**src/rtl/mix_gain_sequencer.sv**
```systemverilog
// Gain-and-mix sequencer: latches NCH sample/gain pairs, streams them through a
// shared N-cycle multiplier, sums the Q0.N-scaled products and saturates to N bits.
module mix_gain_sequencer #(
  parameter int N   = 16,
  parameter int NCH = 4
) (
  input  logic             mclk,
  input  logic             rst,
  input  logic             start,
  input  logic [NCH*N-1:0] sample_bus,
  input  logic [NCH*N-1:0] gain_bus,
  output logic [N-1:0]     mix,
  output logic             done,
  output logic             clip,
  output logic             busy,
  output logic             mult_en,
  output logic [N-1:0]     mult_in1,
  output logic [N-1:0]     mult_in2,
  input  logic [2*N-1:0]   mult_result,
  input  logic             mult_sync
);

  localparam int AW = N + $clog2(NCH);
  localparam int CW = $clog2(NCH) + 1;
  localparam int IW = $clog2(NCH);
  localparam logic [AW-1:0] MAX_MIX = {{(AW-N){1'b0}}, {N{1'b1}}};

  // Handshake: start is a one-cycle request taken only in IDLE; done is a
  // one-cycle pulse with mix/clip valid from that cycle; mult_sync is honoured
  // only in RUN, where it marks mult_result as the finished product.

  typedef enum logic [1:0] {IDLE, LOAD, RUN} state_t;

  state_t         state, state_d;
  logic [N-1:0]   samp_q [NCH];
  logic [N-1:0]   gain_q [NCH];
  logic [AW-1:0]  acc, acc_d;
  logic [CW-1:0]  rcv_cnt, rcv_cnt_d;
  logic [CW-1:0]  sel;
  logic [IW-1:0]  sel_i;
  logic [N-1:0]   term;
  logic [AW-1:0]  total;
  logic           latch, finish;
  logic           unused_lo;

  assign term      = mult_result[2*N-1:N];
  assign total     = acc + {{(AW-N){1'b0}}, term};
  assign unused_lo = ^mult_result[N-1:0];

  // Operand mux: channel 0 in LOAD, the next channel in RUN, zero past the end.
  always_comb begin
    sel      = '0;
    mult_in1 = '0;
    mult_in2 = '0;
    if (state == RUN) sel = rcv_cnt + CW'(1);
    sel_i = sel[IW-1:0];
    if (state != IDLE && sel < CW'(NCH)) begin
      mult_in1 = samp_q[sel_i];
      mult_in2 = gain_q[sel_i];
    end
  end

  always_comb begin
    state_d   = state;
    acc_d     = acc;
    rcv_cnt_d = rcv_cnt;
    latch     = 1'b0;
    finish    = 1'b0;
    case (state)
      IDLE: begin
        if (start) begin
          latch     = 1'b1;
          acc_d     = '0;
          rcv_cnt_d = '0;
          state_d   = LOAD;
        end
      end
      LOAD: state_d = RUN;
      RUN: begin
        if (mult_sync) begin
          acc_d     = total;
          rcv_cnt_d = rcv_cnt + CW'(1);
          if (rcv_cnt == CW'(NCH-1)) begin
            finish  = 1'b1;
            state_d = IDLE;
          end
        end
      end
      default: state_d = IDLE;
    endcase
  end

  always_ff @(posedge mclk) begin
    if (rst) begin
      state   <= IDLE;
      acc     <= '0;
      rcv_cnt <= '0;
      mix     <= '0;
      clip    <= 1'b0;
      done    <= 1'b0;
      busy    <= 1'b0;
      mult_en <= 1'b0;
      for (int i = 0; i < NCH; i++) begin
        samp_q[i] <= '0;
        gain_q[i] <= '0;
      end
    end else begin
      state   <= state_d;
      acc     <= acc_d;
      rcv_cnt <= rcv_cnt_d;
      done    <= finish;
      busy    <= (state_d != IDLE);
      mult_en <= (state_d == RUN);
      if (latch) begin
        for (int i = 0; i < NCH; i++) begin
          samp_q[i] <= sample_bus[i*N +: N];
          gain_q[i] <= gain_bus[i*N +: N];
        end
      end
      if (finish) begin
        mix  <= (total > MAX_MIX) ? {N{1'b1}} : total[N-1:0];
        clip <= (total > MAX_MIX);
      end
    end
  end

endmodule

```
**config.mk**
```make
export PLATFORM = sky130hd
export DESIGN_NAME = mix_gain_sequencer
export DESIGN_NICKNAME = d
export VERILOG_FILES = /design/src/rtl/mix_gain_sequencer.sv
export SDC_FILE = /design/constraint.sdc
export NUM_CORES = 1
export LEC_CHECK = 0
export CAP_MARGIN = 20
export CORE_MARGIN = 2
export CORE_UTILIZATION = 30
export CTS_BUF_LIST = sky130_fd_sc_hd__clkbuf_4
export DETAILED_ROUTE_END_ITERATION = 7
export GPL_TIMING_DRIVEN = 0
export SKIP_CTS_REPAIR_TIMING = 1
export SLEW_MARGIN = 20
export SYNTH_ARGS = -nofsm -noshare
export SYNTH_HDL_FRONTEND = slang
export SYNTH_SLANG_ARGS = --single-unit
```
**constraint.sdc**
```tcl
create_clock -name mclk -period 9.2 [get_ports mclk]
set_clock_uncertainty 0.15 [all_clocks]
set_input_delay 0.92 -clock mclk [delete_from_list [all_inputs] [get_ports mclk]]
set_output_delay 0.92 -clock mclk [all_outputs]
set_load 0.005 [all_outputs]
```
-- Yosys cells after proc, flatten, opt, wreduce, memory -nomap -nowiden
Memories as Yosys holds them, arrays and structs flattened.
Cells that the tools add are included.
- bits in registers: 43
- memory bits (writable): 128
- bits of input ports: 164
- output and inout port bits: 52
- memories: 2
- add/sub/neg operators: 2
- $lt $le $gt $ge: 2
- equality and inequality tests: 6
- multiplexer cells: 32
- bitwise operators: 8
- reduce and logical (&&, ||, !) cells: 6
- memory list (name ; depth ; width ; read ports ; clocked after Yosys merged registers in ; wr ports ; line ; RTL):
    gain_q ; 4 ; 16 ; 1 ; 0 ; 4 ; 36 ; logic [N-1:0] gain_q [NCH];
    samp_q ; 4 ; 16 ; 1 ; 0 ; 4 ; 35 ; logic [N-1:0] samp_q [NCH];
- operators with widths (kind ; number):
    $mux W16 ; 11
    $mux W18 ; 2
    $pmux W18 S2 ; 1
    $add A18 B16 Y18 ; 1
    $gt A18 B16 Y1 const B ; 1
    $mux W1 ; 10
    $mux W3 ; 3
    $or A1 B1 Y1 ; 8
    $mux W2 ; 3
    $pmux W2 S3 ; 1
    $pmux W3 S2 ; 1
    $reduce_bool A2 Y1 ; 3
    $eq A2 B2 Y1 const B ; 2
    $ne A2 B2 Y1 const B ; 2
    $add A3 B1 Y3 const B ; 1
    $eq A3 B2 Y1 const B ; 1
    $lt A3 B3 Y1 const B ; 1
    $reduce_and A3 Y1 ; 1
    $eq A2 B1 Y1 const B ; 1
    $logic_not A2 Y1 ; 1
    $logic_and A1 B1 Y1 ; 1

-- Logic depth before layout (Yosys ltp)
Gate-level depths: netlist of the first run.
- depth in word-level cells: 6
- depth in mapped cells: 11
- gate-level depth less buffers: 10

-- Worst setup path after synthesis of the first run
No wires, ideal clock.
- kind: input -> register
- start: in start
- end: mem gain_q[0][0] (enable)
- setup time: 642 ps
- data arrival time: 6900 ps
- setup slack: 1508 ps
- stages: 2
- cell sequence: nand2b_1 -> o21bai_1
- RTL lines (item ; line ; RTL):
    start, declared ; 9 ; input logic start,
    end, declared ; 36 ;

-- Final worst setup path of the first run
- start: reg rcv_cnt[0]
- end: out mult_in1[14]
- longest elaborated chain between the ends: 5
- elaborated cells on any way between the ends: 6
- those cells by class: add/sub (1); order compare (1); mux (2); reduce/logical (1); memory (1)
- ends and longest elaborated chain (item ; line ; RTL):
    start, declared ; 38 ; logic [CW-1:0] rcv_cnt, rcv_cnt_d;
    start signal, assigned ; 110 ; rcv_cnt <= rcv_cnt_d;
    $add A3 B1 Y3 * ; 55 ; if (state == RUN) sel = rcv_cnt + CW'(1);
    $mux W3 * ; 55 ;
    $lt A3 B3 Y1 ; 57 ; if (state != IDLE && sel < CW'(NCH)) begin
    $logic_and A1 B1 Y1 ; 57 ;
    $mux W16 * ; 57 ;
    end, declared ; 17 ; output logic [N-1:0] mult_in1,
Mark *: on every way between the ends. The rest lies on a longest branch, timed or not.

==> results of run 1 <==
## report_power, final
group	leakage, nW	internal (mW)	switching (mW)
registers	1.73	0.888	0.0135
clock network	0.145	0.121	0.309
logic	1.97	0.122	0.115
## metal layers
layer,vias to the layer above,share of wire,wire (um),GRT usage
met2,177,0.49,11300,0.275
met1,2985,0.44,10100,0.205
met3,24,0.062,1440,0.0463
met4,4,0.015,350,0.0427
li1,3198,-,-,-
met5,-,0.0011,25,0
## kinds of logic after synthesis
family / Yosys count / synth area share
and+or+nand+nor: 308 / 0.201
AOI/OAI and AO/OA: 179 / 0.154
DFF: 171 / 0.570
buffers and inverters: 63 / 0.0302
adders and majority gates: 19 / 0.0297
xor gates and xnor gates: 13 / 0.0138
muxes: 1 / 0.00121
## worst paths after layout
kind / startpoint / to / slack, ns / cells after the start
setup / recovery: rcv_cnt[0]$_SDFFE_PP0P_ / mult_in1[14] / 4.55 / 6
hold / removal: acc[0]$_SDFFE_PP0P_ / acc[0]$_SDFFE_PP0P_ / 0.33 / 2
hold reg to reg: acc[0]$_SDFFE_PP0P_ / acc[0]$_SDFFE_PP0P_ / 0.33 / 2
setup reg to reg: acc[0]$_SDFFE_PP0P_ / mix[0]$_SDFFE_PP0P_ / 6.17 / 10
## Yosys cell counts, types with 3 or more instances
master	count	area share
sky130_fd_sc_hd__edfxtp_1	128	0.47
sky130_fd_sc_hd__xnor2_1	3	0.0032
sky130_fd_sc_hd__ha_1	18	0.027
sky130_fd_sc_hd__o311ai_0	3	0.0032
sky130_fd_sc_hd__o31ai_1	6	0.0055
sky130_fd_sc_hd__a311oi_1	32	0.034
sky130_fd_sc_hd__dfxtp_1	43	0.10
sky130_fd_sc_hd__a22oi_1	8	0.0073
sky130_fd_sc_hd__a2111oi_0	8	0.0085
sky130_fd_sc_hd__and2_1	128	0.097
sky130_fd_sc_hd__nor2b_1	37	0.028
sky130_fd_sc_hd__nor2_1	48	0.022
sky130_fd_sc_hd__nand3_1	5	0.0030
sky130_fd_sc_hd__a21oi_1	24	0.015
sky130_fd_sc_hd__nor3_1	15	0.0091
sky130_fd_sc_hd__nand2_1	53	0.024
sky130_fd_sc_hd__clkbuf_1	53	0.024
sky130_fd_sc_hd__a211oi_1	42	0.038
sky130_fd_sc_hd__nand4_1	4	0.0030
sky130_fd_sc_hd__o21ai_0	42	0.025
sky130_fd_sc_hd__nand3b_1	3	0.0027
sky130_fd_sc_hd__inv_1	6	0.0027
sky130_fd_sc_hd__xor2_1	10	0.011
sky130_fd_sc_hd__nand2b_1	6	0.0046
## state kept, by name, summed over array words and instances, names as in the netlist
name	flops
state	2
done	1
mult_en	1
busy	1
acc	18
mix	16
samp_q	64
clip	1
gain_q	64
rcv_cnt	3
## area by class of cell
cell class,count,area (um^2),area share
flip-flops and latches,171,4700,0.425
plain buffers,57,226,0.0205
well taps,341,427,0.0385
repair buffers,203,2100,0.190
inverters,6,22.5,0.00203
clock buffers,17,128,0.0115
multi-input cells,520,3310,0.299
diodes,1,2.50,0.000226
clock inverters,15,151,0.0137
## critical path, delay by kind of cell, from the launching register on
kind | cells | cell delay (ns)
AOI/OAI and AO/OA | 2 | 0.70
DFF | 1 | 0.36
buffers and inverters | 4 | 1.93
## through the flow
stage                     power (mW)  std cells
final                           1.57       1331
after CTS                       1.59       1330
after detailed placement        1.16       1298
after global placement          1.16       1293
after global routing            1.64       1331
after floorplan                 1.03        754
==> qor.yml, run 1 <==
routabilityCongestion: 0.852
pwr_density_cell_nw_per_um2: 142
routed_wl_um: 23200
grt_max_degree: 30
initial_core_util: 0.306
status: "completed"
clk_root_buffer_cell: "sky130_fd_sc_hd__clkbuf_4"
final_critical_path_setup_slack_ns: 4.55
critical_path.max_stage_delay_ns: 0.61
num_rows: 60
crit_arrival_ns: 3.58
first_pass_grt_wire_length_um: 35500
yosysWarningCount: 0
cts.reportedPaths.clkPinSlew_ns: 0.16
async_reset_ff_frac: 0
drt-wirelength-per-cell_um: 17.4
first_global_vias: 6481
drt_first_pass_iters: 4
detail_route.iter0.violations: 413
setup.worst_path.end_class: "output port"
critical_path.cell_chain: "clkbuf_1 -> clkbuf_1 -> clkbuf_1 -> a211oi_1 -> a311oi_1 -> clkdlybuf4s50_1"
area_growth_pct: 34.2
unrepaired_setup_endpoints_after_global_routing: "false"
ys_dominant_reg_cell: "sky130_fd_sc_hd__edfxtp_1"
die-width_um: 170
final_common_cell: "sky130_fd_sc_hd__clkdlybuf4s50_1"
numClockSinks: 171
worst_path_required_time_ns: 8.13
layout.filler_cells: 2620
grt_antenna_before_repair: 3
finalCoreUtilization: 0.411
cts_tree: "yes"
totalNegativeSetupSlack_ns: 0
maxClockFrequency_mhz: 215
hold_vio_cnt_final: 0
final.hold.worst_slack_ns: 0.327
clock_path_buffers: 2
p_leak_nw: 3.85
post-route-period-util: 0.506
worst_ir_drop_vdd_mv: 0.0842
yosysSeqAreaShare: 0.570
htree_levels: 4
cpMostUsedCell: "sky130_fd_sc_hd__clkbuf_1"
report.final.slew_viol_count: 0
postPlaceCellArea_um2: 10800
cp-start-kind: "flop"
setup.worst_path.class: "reg2out"
post-route-drc-count: 0
mappedNetlistArea_um2: 8250
ios: 216
design.die.area_um2: 28800
number_of_vias_per_cell: 4.80
timing.max_slew.rel_slack: 0.446
stdcell_area_um2: 11100
syn-num-nets: 937
postSynthCellCount: 754
number_of_nets_with_antenna_violations_after_detailed_routing: 0
timing.hold.worst.class: "reg2reg"
drv_cap: 0
layout.nets: 1159
synthDistinctLibCells: 48
synth_enable_flop_cells: 128
portBuffers: 198
globalRoute.totalOverflow: 0
syn-mean-instance-area_um2: 10.9
ys_ff_latch: 171
place.detailed.hpwl_um: 17700
vias: 6388
cts_buffers: 17
core_um2: 27000
path_max_fanout: 10
commonest_cells_after_routing_fill_and_taps_aside: "198 x sky130_fd_sc_hd__clkdlybuf4s50_1, 128 x sky130_fd_sc_hd__and2_1, 128 x sky130_fd_sc_hd__edfxtp_1"
tightestPinTransition_ns: 0.808
finalWorstPathRequiredPeriod_ns: 4.65
fraction_of_final_layout_cells_sized_beyond_drive_strength_1: 0.0475
dp_slack_ns: 5.03
clock_insertion_delay_worst_skew_ns: 0.57
dieHeight_um: 170
slowest_stage: "sky130_fd_sc_hd__clkdlybuf4s50_1"
setup-violations-final: 0
grt_use_total: 0.163
Power figures use the tool's default switching activity.
==> inputs of run 2 (changes only) <==
Clock period 9.2 ns to 4.6 ns, I/O delays scaled along.
==> run 2 against run 1 <==
Via count rose by 0.66%. Clock-buffer cell count did not move. Global-route usage rose by 0.17 points. Non-clock buffer count rose by 1. Flip-flop and latch count did not move. Combinational power rose by 100%. Routed wire length rose by 1.7%. Clock power rose by 110%. Sequential power rose by 100%. Design area rose by 0.49%. Worst hold slack got worse by 0.24 ns.
==> qor.yml, run 2 (synthesized netlist as in run 1, its figures left out) <==
first_global_vias: 6622  # was 6481
cts.reportedPaths.clkPinSlew_ns: 0.16  # about the same
post-route-drc-count: 0  # unchanged
setup-violations-final: 0  # unchanged
reg2regPathDepth: 10  # unchanged
core_um2: 27000  # unchanged
grt_antenna_before_repair: 1  # was 3
pwr_density_cell_nw_per_um2: 286  # was 142 nW/um^2
area_growth_pct: 34.9  # was 34.2%
setup.worst_path.class: "reg2out"  # unchanged
routabilityCongestion: 0.844  # was 0.852
finalCoreUtilization: 0.413  # was 0.411
num_rows: 60  # unchanged
initial_core_util: 0.306  # unchanged
worst_ir_drop_vdd_mv: 0.131  # was 0.0842 mV
final_critical_path_setup_slack_ns: 0.468  # was 4.55 ns
drv_cap: 0  # unchanged
clock_path_buffers: 2  # unchanged
grt_use_total: 0.165  # was 0.163
power.share.switching: 0.283  # was 0.279
portBuffers: 198  # unchanged
layout.nets: 1160  # was 1159
post-route-period-util: 0.898
totalNegativeSetupSlack_ns: 0  # unchanged
numClockSinks: 171  # unchanged
finalWorstPathRequiredPeriod_ns: 4.13
fin_cells: 1332  # was 1331
stdcell_area_um2: 11100  # about the same
critical_path.cell_chain: "clkbuf_1 -> clkbuf_1 -> clkbuf_1 -> a211oi_1 -> a311oi_1 -> clkdlybuf4s50_1"  # unchanged
clk_root_buffer_cell: "sky130_fd_sc_hd__clkbuf_4"  # unchanged
crit_arrival_ns: 3.52  # was 3.58 ns
p_leak_nw: 3.88  # was 3.85 nW
slowest_stage: "sky130_fd_sc_hd__clkbuf_1"  # was sky130_fd_sc_hd__clkdlybuf4s50_1
dp_slack_ns: 0.847  # was 5.03 ns
sequentialPowerShare: 0.567  # was 0.575
drt-wirelength-per-cell_um: 17.7  # was 17.4 um
ios: 216  # unchanged
tightestPinTransition_ns: 0.866  # was 0.808 ns
worst_path_required_time_ns: 3.99  # was 8.13 ns
hold_vio_cnt_final: 0  # unchanged
report.final.slew_viol_count: 0  # unchanged
cts_buffers: 17  # unchanged
number_of_nets_with_antenna_violations_after_detailed_routing: 0  # unchanged
min_delay_path_depth: 2  # unchanged
share_comb_of_total_power: 0.152  # was 0.151
timing.max_slew.rel_slack: 0.406  # was 0.446
postPlaceCellArea_um2: 10800  # about the same
p_int_mw: 2.28  # was 1.13 mW
commonest_cells_after_routing_fill_and_taps_aside: "198 x sky130_fd_sc_hd__clkdlybuf4s50_1, 128 x sky130_fd_sc_hd__and2_1, 128 x sky130_fd_sc_hd__edfxtp_1"  # unchanged
final_common_cell: "sky130_fd_sc_hd__clkdlybuf4s50_1"  # unchanged
largestRegisters: "gain_q x64, samp_q x64, acc x18"  # unchanged
cp-start-kind: "flop"  # unchanged
design.die.area_um2: 28800  # unchanged
globalRoute.totalOverflow: 0  # unchanged
timing.hold.worst.class: "in2reg"  # was reg2reg
drt_first_pass_iters: 4  # unchanged
clock_insertion_delay_worst_skew_ns: 0.56  # was 0.57 ns
die-width_um: 170  # unchanged
final.hold.worst_slack_ns: 0.0818  # was 0.327 ns
critical_path.max_stage_delay_ns: 0.60  # was 0.61 ns
dieHeight_um: 170  # unchanged
fraction_of_final_layout_cells_sized_beyond_drive_strength_1: 0.0495  # was 0.0475
p_clk_frac: 0.282  # was 0.274
routed_wl_um: 23600  # was 23200 um
maxClockFrequency_mhz: 242
cts_tree: "yes"  # unchanged
detail_route.iter0.violations: 350  # was 413
placed_cells_incl_taps: 1299  # was 1298
cpMostUsedCell: "sky130_fd_sc_hd__clkbuf_1"  # unchanged
setup.worst_path.end_class: "output port"  # unchanged
first_pass_grt_wire_length_um: 35900  # was 35500 um
path_max_fanout: 10  # unchanged
vias: 6430  # was 6388
netSwitchingPower_mw: 0.901  # was 0.438 mW
htree_levels: 4  # unchanged
report.power.total_mw: 3.18  # was 1.57 mW
unrepaired_setup_endpoints_after_global_routing: "false"  # unchanged
place.detailed.hpwl_um: 17900  # was 17700 um
status: "completed"  # unchanged
number_of_vias_per_cell: 4.83  # was 4.80
grt_max_degree: 25  # was 30
## run 2: changes by cell type in the layout (fill, tap and decap cells not counted), sizes merged
cell / change
inv: +4
buf: +1
clkinvlp: -2
clkinv: -2
## run 2: layout make-up
| class | count | area (um^2) |
|---|---|---|
| Fill cell | 2629 | 15800 |
| Sequential cell | 171 | 4700 |
| Multi-Input combinational cell | 520 | 3310 |
| Timing Repair Buffer | 204 | 2140 |
| Tap cell | 341 | 427 |
| Buffer | 57 | 226 |
| Clock inverter | 15 | 170 |
| Clock buffer | 17 | 128 |
| Inverter | 6 | 22.5 |
| Antenna cell | 1 | 2.50 |
## run 2: per-layer routing
| layer | wire length (um) | part of all wire | track usage |
|---|---|---|---|
| met2 | 11200 | 0.48 | 0.278 |
| met5 | 0 | 0 | 0 |
| met4 | 291 | 0.012 | 0.0446 |
| met1 | 10600 | 0.45 | 0.213 |
| met3 | 1450 | 0.061 | 0.0370 |
## run 2: path summary, 6_finish.rpt
check        slack, ns              endpoint                     from
max               0.47          mult_in1[14]  rcv_cnt[0]$_SDFFE_PP0P_
min               0.08   acc[4]$_SDFFE_PP0P_                      rst
max reg2reg       1.52  mix[13]$_SDFFE_PP0P_      acc[0]$_SDFFE_PP0P_
min reg2reg       0.32   acc[0]$_SDFFE_PP0P_      acc[0]$_SDFFE_PP0P_
## run 2: worst max-delay path: cells and delay by family (launching register included)
family,cells,cell delay [ns]
buffers and inverters,4,1.98
AO/OA/AOI/OAI,2,0.62
flip-flops,1,0.37
## run 2: power groups by stage
stage | Clock, mW | Combinational, mW | Sequential, mW
3_3_place_gp | 0 | 0.459 | 1.85
4_1_cts | 0.925 | 0.489 | 1.80
2_1_floorplan | 0 | 0.206 | 1.84
5_1_grt | 0.974 | 0.527 | 1.81
3_5_place_dp | 0 | 0.487 | 1.84
6_report | 0.897 | 0.483 | 1.80
